### config.mk
export PLATFORM = sky130hd
export DESIGN_NAME = sdram_read_arbiter
export DESIGN_NICKNAME = d
export VERILOG_FILES = /design/src/rtl/sdram_read_arbiter.sv
export SDC_FILE = /design/constraint.sdc
export NUM_CORES = 1
export LEC_CHECK = 0
export ABC_AREA = 1
export CAP_MARGIN = 25
export CORE_MARGIN = 3
export CORE_UTILIZATION = 42
export DETAILED_ROUTE_END_ITERATION = 12
export HOLD_SLACK_MARGIN = 0.03
export PLACE_DENSITY = 0.83
export SETUP_SLACK_MARGIN = 0.05
export SLEW_MARGIN = 10
export SYNTH_ARGS = -nofsm -noshare
export SYNTH_HDL_FRONTEND = slang
export SYNTH_SLANG_ARGS = --single-unit
export TNS_END_PERCENT = 20
### constraint.sdc
create_clock -name clock -period 3.8 [get_ports clock]
set_clock_uncertainty 0.15 [all_clocks]
set_input_delay 0.95 -clock clock [delete_from_list [all_inputs] [get_ports clock]]
set_output_delay 0.95 -clock clock [all_outputs]
set_load 0.01 [all_outputs]
### src/rtl/sdram_read_arbiter.sv
// Two-master Avalon-MM read arbiter for a shared 64-bit SDRAM read port, with in-order return routing.
// Define SDRAM_READ_ARBITER_ROUND_ROBIN_EN for round-robin arbitration (default: fixed priority m1 > m0).
module sdram_read_arbiter #(
    parameter int unsigned ORDER_DEPTH      = 16,
    parameter int unsigned ORDER_DEPTH_LOG2 = 4
) (
    input  logic        clock,
    input  logic        reset,
    input  logic [28:0] m0_address,
    input  logic [7:0]  m0_burstcount,
    input  logic        m0_read,
    output logic        m0_waitrequest,
    output logic [63:0] m0_readdata,
    output logic        m0_readdatavalid,
    input  logic [28:0] m1_address,
    input  logic [7:0]  m1_burstcount,
    input  logic        m1_read,
    output logic        m1_waitrequest,
    output logic [63:0] m1_readdata,
    output logic        m1_readdatavalid,
    output logic [28:0] slave_address,
    output logic [7:0]  slave_burstcount,
    output logic        slave_read,
    input  logic        slave_waitrequest,
    input  logic [63:0] slave_readdata,
    input  logic        slave_readdatavalid,
    output logic        protocol_error
);
    localparam int unsigned BW = 8;
    localparam int unsigned CW = ORDER_DEPTH_LOG2 + 1;
    localparam int unsigned PW = ORDER_DEPTH_LOG2;

    typedef struct packed {
        logic          id;
        logic [BW-1:0] burst;
    } tag_t;

    logic          grant;
    logic          grant_nxt;
    logic          locked;
    logic [CW-1:0] count;
    logic [PW-1:0] wr_ptr;
    logic [PW-1:0] rd_ptr;
    logic [BW-1:0] beat_cnt;
    tag_t          tags [ORDER_DEPTH];
    tag_t          head;
    logic [BW-1:0] last_idx;
    logic          full;
    logic          empty;
    logic          accept;
    logic          stall;
    logic          ret_ok;
    logic          pop;
`ifdef SDRAM_READ_ARBITER_ROUND_ROBIN_EN
    logic          rr_pri;
`endif

    // Request forwarding, handshakes and return routing
    always_comb begin
        full             = (count == CW'(ORDER_DEPTH));
        empty            = (count == '0);
        head             = tags[rd_ptr];
        slave_address    = grant ? m1_address    : m0_address;
        slave_burstcount = grant ? m1_burstcount : m0_burstcount;
        slave_read       = !reset && (grant ? m1_read : m0_read) && !full;
        accept           = slave_read && !slave_waitrequest;
        stall            = slave_read && slave_waitrequest;
        m0_waitrequest   = reset || grant  || slave_waitrequest || full;
        m1_waitrequest   = reset || !grant || slave_waitrequest || full;
        ret_ok           = !reset && slave_readdatavalid && !empty;
        // A zero burstcount is treated as a single beat
        last_idx         = (head.burst == '0) ? '0 : head.burst - BW'(1);
        pop              = ret_ok && (beat_cnt == last_idx);
        m0_readdata      = slave_readdata;
        m1_readdata      = slave_readdata;
        m0_readdatavalid = ret_ok && !head.id;
        m1_readdatavalid = ret_ok && head.id;
    end

    // Arbitration choice for the next grant
    always_comb begin
        grant_nxt = grant;
`ifdef SDRAM_READ_ARBITER_ROUND_ROBIN_EN
        if (m0_read && m1_read) grant_nxt = rr_pri;
        else if (m1_read)       grant_nxt = 1'b1;
        else if (m0_read)       grant_nxt = 1'b0;
`else
        if (m1_read)            grant_nxt = 1'b1;
        else if (m0_read)       grant_nxt = 1'b0;
`endif
    end

    always_ff @(posedge clock) begin
        if (reset) begin
            grant          <= 1'b0;
            locked         <= 1'b0;
            count          <= '0;
            wr_ptr         <= '0;
            rd_ptr         <= '0;
            beat_cnt       <= '0;
            protocol_error <= 1'b0;
`ifdef SDRAM_READ_ARBITER_ROUND_ROBIN_EN
            rr_pri         <= 1'b1;
`endif
        end else begin
            if (!locked && !accept) grant <= grant_nxt;

            if (accept)     locked <= 1'b0;
            else if (stall) locked <= 1'b1;

            if (accept) wr_ptr <= wr_ptr + PW'(1);

            if (pop) begin
                rd_ptr   <= rd_ptr + PW'(1);
                beat_cnt <= '0;
            end else if (ret_ok) begin
                beat_cnt <= beat_cnt + BW'(1);
            end

            case ({accept, pop})
                2'b10:   count <= count + CW'(1);
                2'b01:   count <= count - CW'(1);
                default: count <= count;
            endcase

            if (slave_readdatavalid && empty) protocol_error <= 1'b1;
`ifdef SDRAM_READ_ARBITER_ROUND_ROBIN_EN
            if (accept) rr_pri <= ~grant;
`endif
        end
    end

    // Tag storage; accept is already gated off while in reset
    always_ff @(posedge clock) begin
        if (accept) tags[wr_ptr] <= '{id: grant, burst: slave_burstcount};
    end

endmodule
==> results of run 1 <==
## stage by stage
step	cell area [sq um]	instances
after global routing	10800	1269
after CTS	10800	1269
final	10800	1269
after global placement	10100	1233
after floorplan	9270	941
after detailed placement	10100	1233
## metal layers
layer	track usage, %	routed length (um)
met5	0	0
met4	10.6	1080
met1	20.1	7720
met2	35.4	12400
met3	4.76	2410
## registers in the layout, summed over array words and instances (netlist names), named ones only
| signal | count |
|---|---|
| tags | 144 |
| beat_cnt | 8 |
| count | 5 |
| rd_ptr | 4 |
| wr_ptr | 4 |
| grant | 1 |
| locked | 1 |
| protocol_error | 1 |
## worst max-delay path, delay by kind of cell, from the launching register on
| kind | cells | cell delay (ns) |
|---|---|---|
| adder cells (fa/ha/maj) | 2 | 0.34 |
| buffers and inverters | 6 | 0.69 |
| XOR/XNOR | 1 | 0.15 |
| flip-flops | 1 | 0.40 |
| AO/OA/AOI/OAI | 7 | 0.77 |
| AND/OR/NAND/NOR | 15 | 1.35 |
## cell families after synthesis
logic type | after synthesis
buffers and inverters | 245
AND/OR/NAND/NOR | 393
XOR/XNOR | 12
AO/OA/AOI/OAI | 71
multiplexers | 37
flip-flops | 172
adder cells (fa/ha/maj) | 11
## worst paths after layout
| check | start | to | cells past startpoint |
|---|---|---|---|
| worst min-delay path | protocol_error | protocol_error | 2 |
| worst min register to register | protocol_error | protocol_error | 2 |
| worst max register to register | register | count[4] | 31 |
| worst max-delay path | register | count[4] | 31 |
## layout by cell type (no fill, tap or decap), drive strengths merged, types with 8 or more instances in the layout
cell type / Yosys / layout
clkinv: 4 / 8
inv: 80 / 83
nand2: 207 / 207
ha: 11 / 11
clkbuf: 7 / 18
dfxtp: 28 / 28
nand3: 85 / 86
o21ai: 32 / 32
xor2: 11 / 11
a21oi: 13 / 13
o211ai: 13 / 13
buf: 154 / 60
clkdlybuf4s50: 0 / 120
nor2: 93 / 93
mux2: 37 / 37
edfxtp: 144 / 144
## area by class of cell
cell class,instances,area (sq um)
clock buffer,18,429
clock inverter,12,140
fill,1768,10500
inverter,84,325
multi-input combinational,525,2900
sequential,172,4890
tap,275,344
timing repair buffer,183,1800
## cells in the mapped netlist (6+ instances only)
library cell	count
buf_4	132
o21ai_1	7
dfxtp_1	28
nand2_1	201
o21ai_0	24
nor2_4	6
a21oi_1	13
nor2_1	87
o211ai_1	9
ha_1	11
clkbuf_1	7
mux2_2	37
nand3_1	82
edfxtp_1	144
inv_1	77
buf_2	8
xor2_1	11
buf_6	13
## report_power, final
part           total [uW]  internal (uW)  leakage [uW]  switching (uW)
clock                1690            968      0.000271             725
sequential           2100           2080       0.00153            20.7
combinational         447            247       0.00246             200
## repair_timing
item | 4_1_cts | 5_1_grt
resized for setup | 16 | 4
cloned | 3 | 0
pin swaps | 10 | 0
endpoints found under the setup margin | 2 | 6
setup buffers | 3 | 0
==> impl_metrics.toml, run 1 <==
[sta]
period_needed_ns = 3.94
hold_violations = 0
setup_viol = 1
whs_ns = 0.326
slew_headroom_pct = 61.7
slew_violations = 0
worst_slack_ns = -0.140
clock.fmax_mhz = 254
period_share_pct = 104
rsz0062_at_grt = "yes"
fin_setup_tns_ns = -0.140
worst-slew-pin-transition_ns = 0.574

[finish]
layout-drive-gt1-share_pct = 17.1
fin_nets = 1138
utilization_pct = 50.9
area_growth_pct = 17.6
antennaDiodeCount = 0

[floorplan]
die-area_sq_um = 23700
die_w_um = 154
die_y_um = 154
initial_core_util_pct = 43.3
coreArea_sq_um = 21300
num_rows = 53
num_io_pins = 315

[global_route]
antenna_found_initial = 0
grt_start_max_net_pins = 27
grt_overflow = 0
grt_pass1_wl_um = 36300
track_usage_pct = 19.3
grt_pass1_vias = 6927

[yosys]
synthTopCellsByArea = "edfxtp_1 (47%), buf_4 (11%), nand2_1 (8.2%)"
synth_mux_area_share_pct = 4.52
synthCells = 941
synth_top_family_by_area = "simple AND/OR/NAND/NOR gates"
ys_seq_area_share_pct = 53.0
ys.flop_type = "edfxtp_1"
yosysWarnings = 0
synth_edf_count = 144
synth_top_cell_area_share_pct = 47.0
ys_ff_latch = 172
synth_compound_gate_area_share_pct = 4.89
synth-adder-area-share_pct = 1.49
syn_nets = 1096
yosys.area.top_type = "edfxtp_1"
syn_area_per_cell_sq_um = 9.79
yosys.area_share.xor_xnor_pct = 1.14
yosys.area_share.simple_pct = 18.3
synth.cell_area_sq_um = 9210
synth.distinct_cells = 42
async_reset_ff_share_pct = 0

[clock_tree]
postCtsHoldBufs = 0
clkTransAtPathRegs_ns = 0.06
cts-buffers-inserted = 17
cts-root-buf = "clkbuf_16"
htree_levels = 4
cts_sinks = 172
cts_tree = "built"
clockBufferDepth = 2
clock_latency_ns = 0.43

[route]
vias_per_cell = 5.31
first_pass_iters = 6
vias = 6733
drt_iter0_drc = 658
wl_um = 23600
drc = 0
drtAntennaViolNets = 0
wl_per_cell_um = 18.6

[placed_design]
hpwl_um = 15900
gp_congestion = 0.801
port_buffers = 122
place_ws_ns = -0.109

[setup_path]
critPathKind = "reg -> reg"
critPathArrivalTime_ns = 4.10
max_stage_delay_ns = 0.40
cpMaxStageDelayCell = "dfxtp_4"
endpoint_kind = "register"
crit_path_start_kind = "register"
cp_common_cell = "nor2_1"
critical_path_required_ns = 3.96
cp_max_fo = 12
r2r_slack_ns = -0.14

[power]
pwr_density_cell_nw_per_um2 = 392
ir_worst_vdd_uv = 301
p_total_uw = 4240
p_leak_uw = 0.00426

[outcome]
violations = "negative setup slack"
status = "finished, violations left"

[worst_hold_path]
hold_class = "reg -> reg"

[run]
cap_violations = 0
(Power assumes the default switching activity.)
==> run 2: changes to the inputs <==
SETUP_SLACK_MARGIN = 0.1   (was 0.05)
==> results of run 2 <==
The final DEF is identical to that of run 1; final timing and power are the same.
==> run 3: changes to the inputs <==
ABC_CLOCK_PERIOD_IN_PS = 3800   (was default)
==> results of run 3 <==
The final DEF is identical to that of run 1; final timing and power are the same.
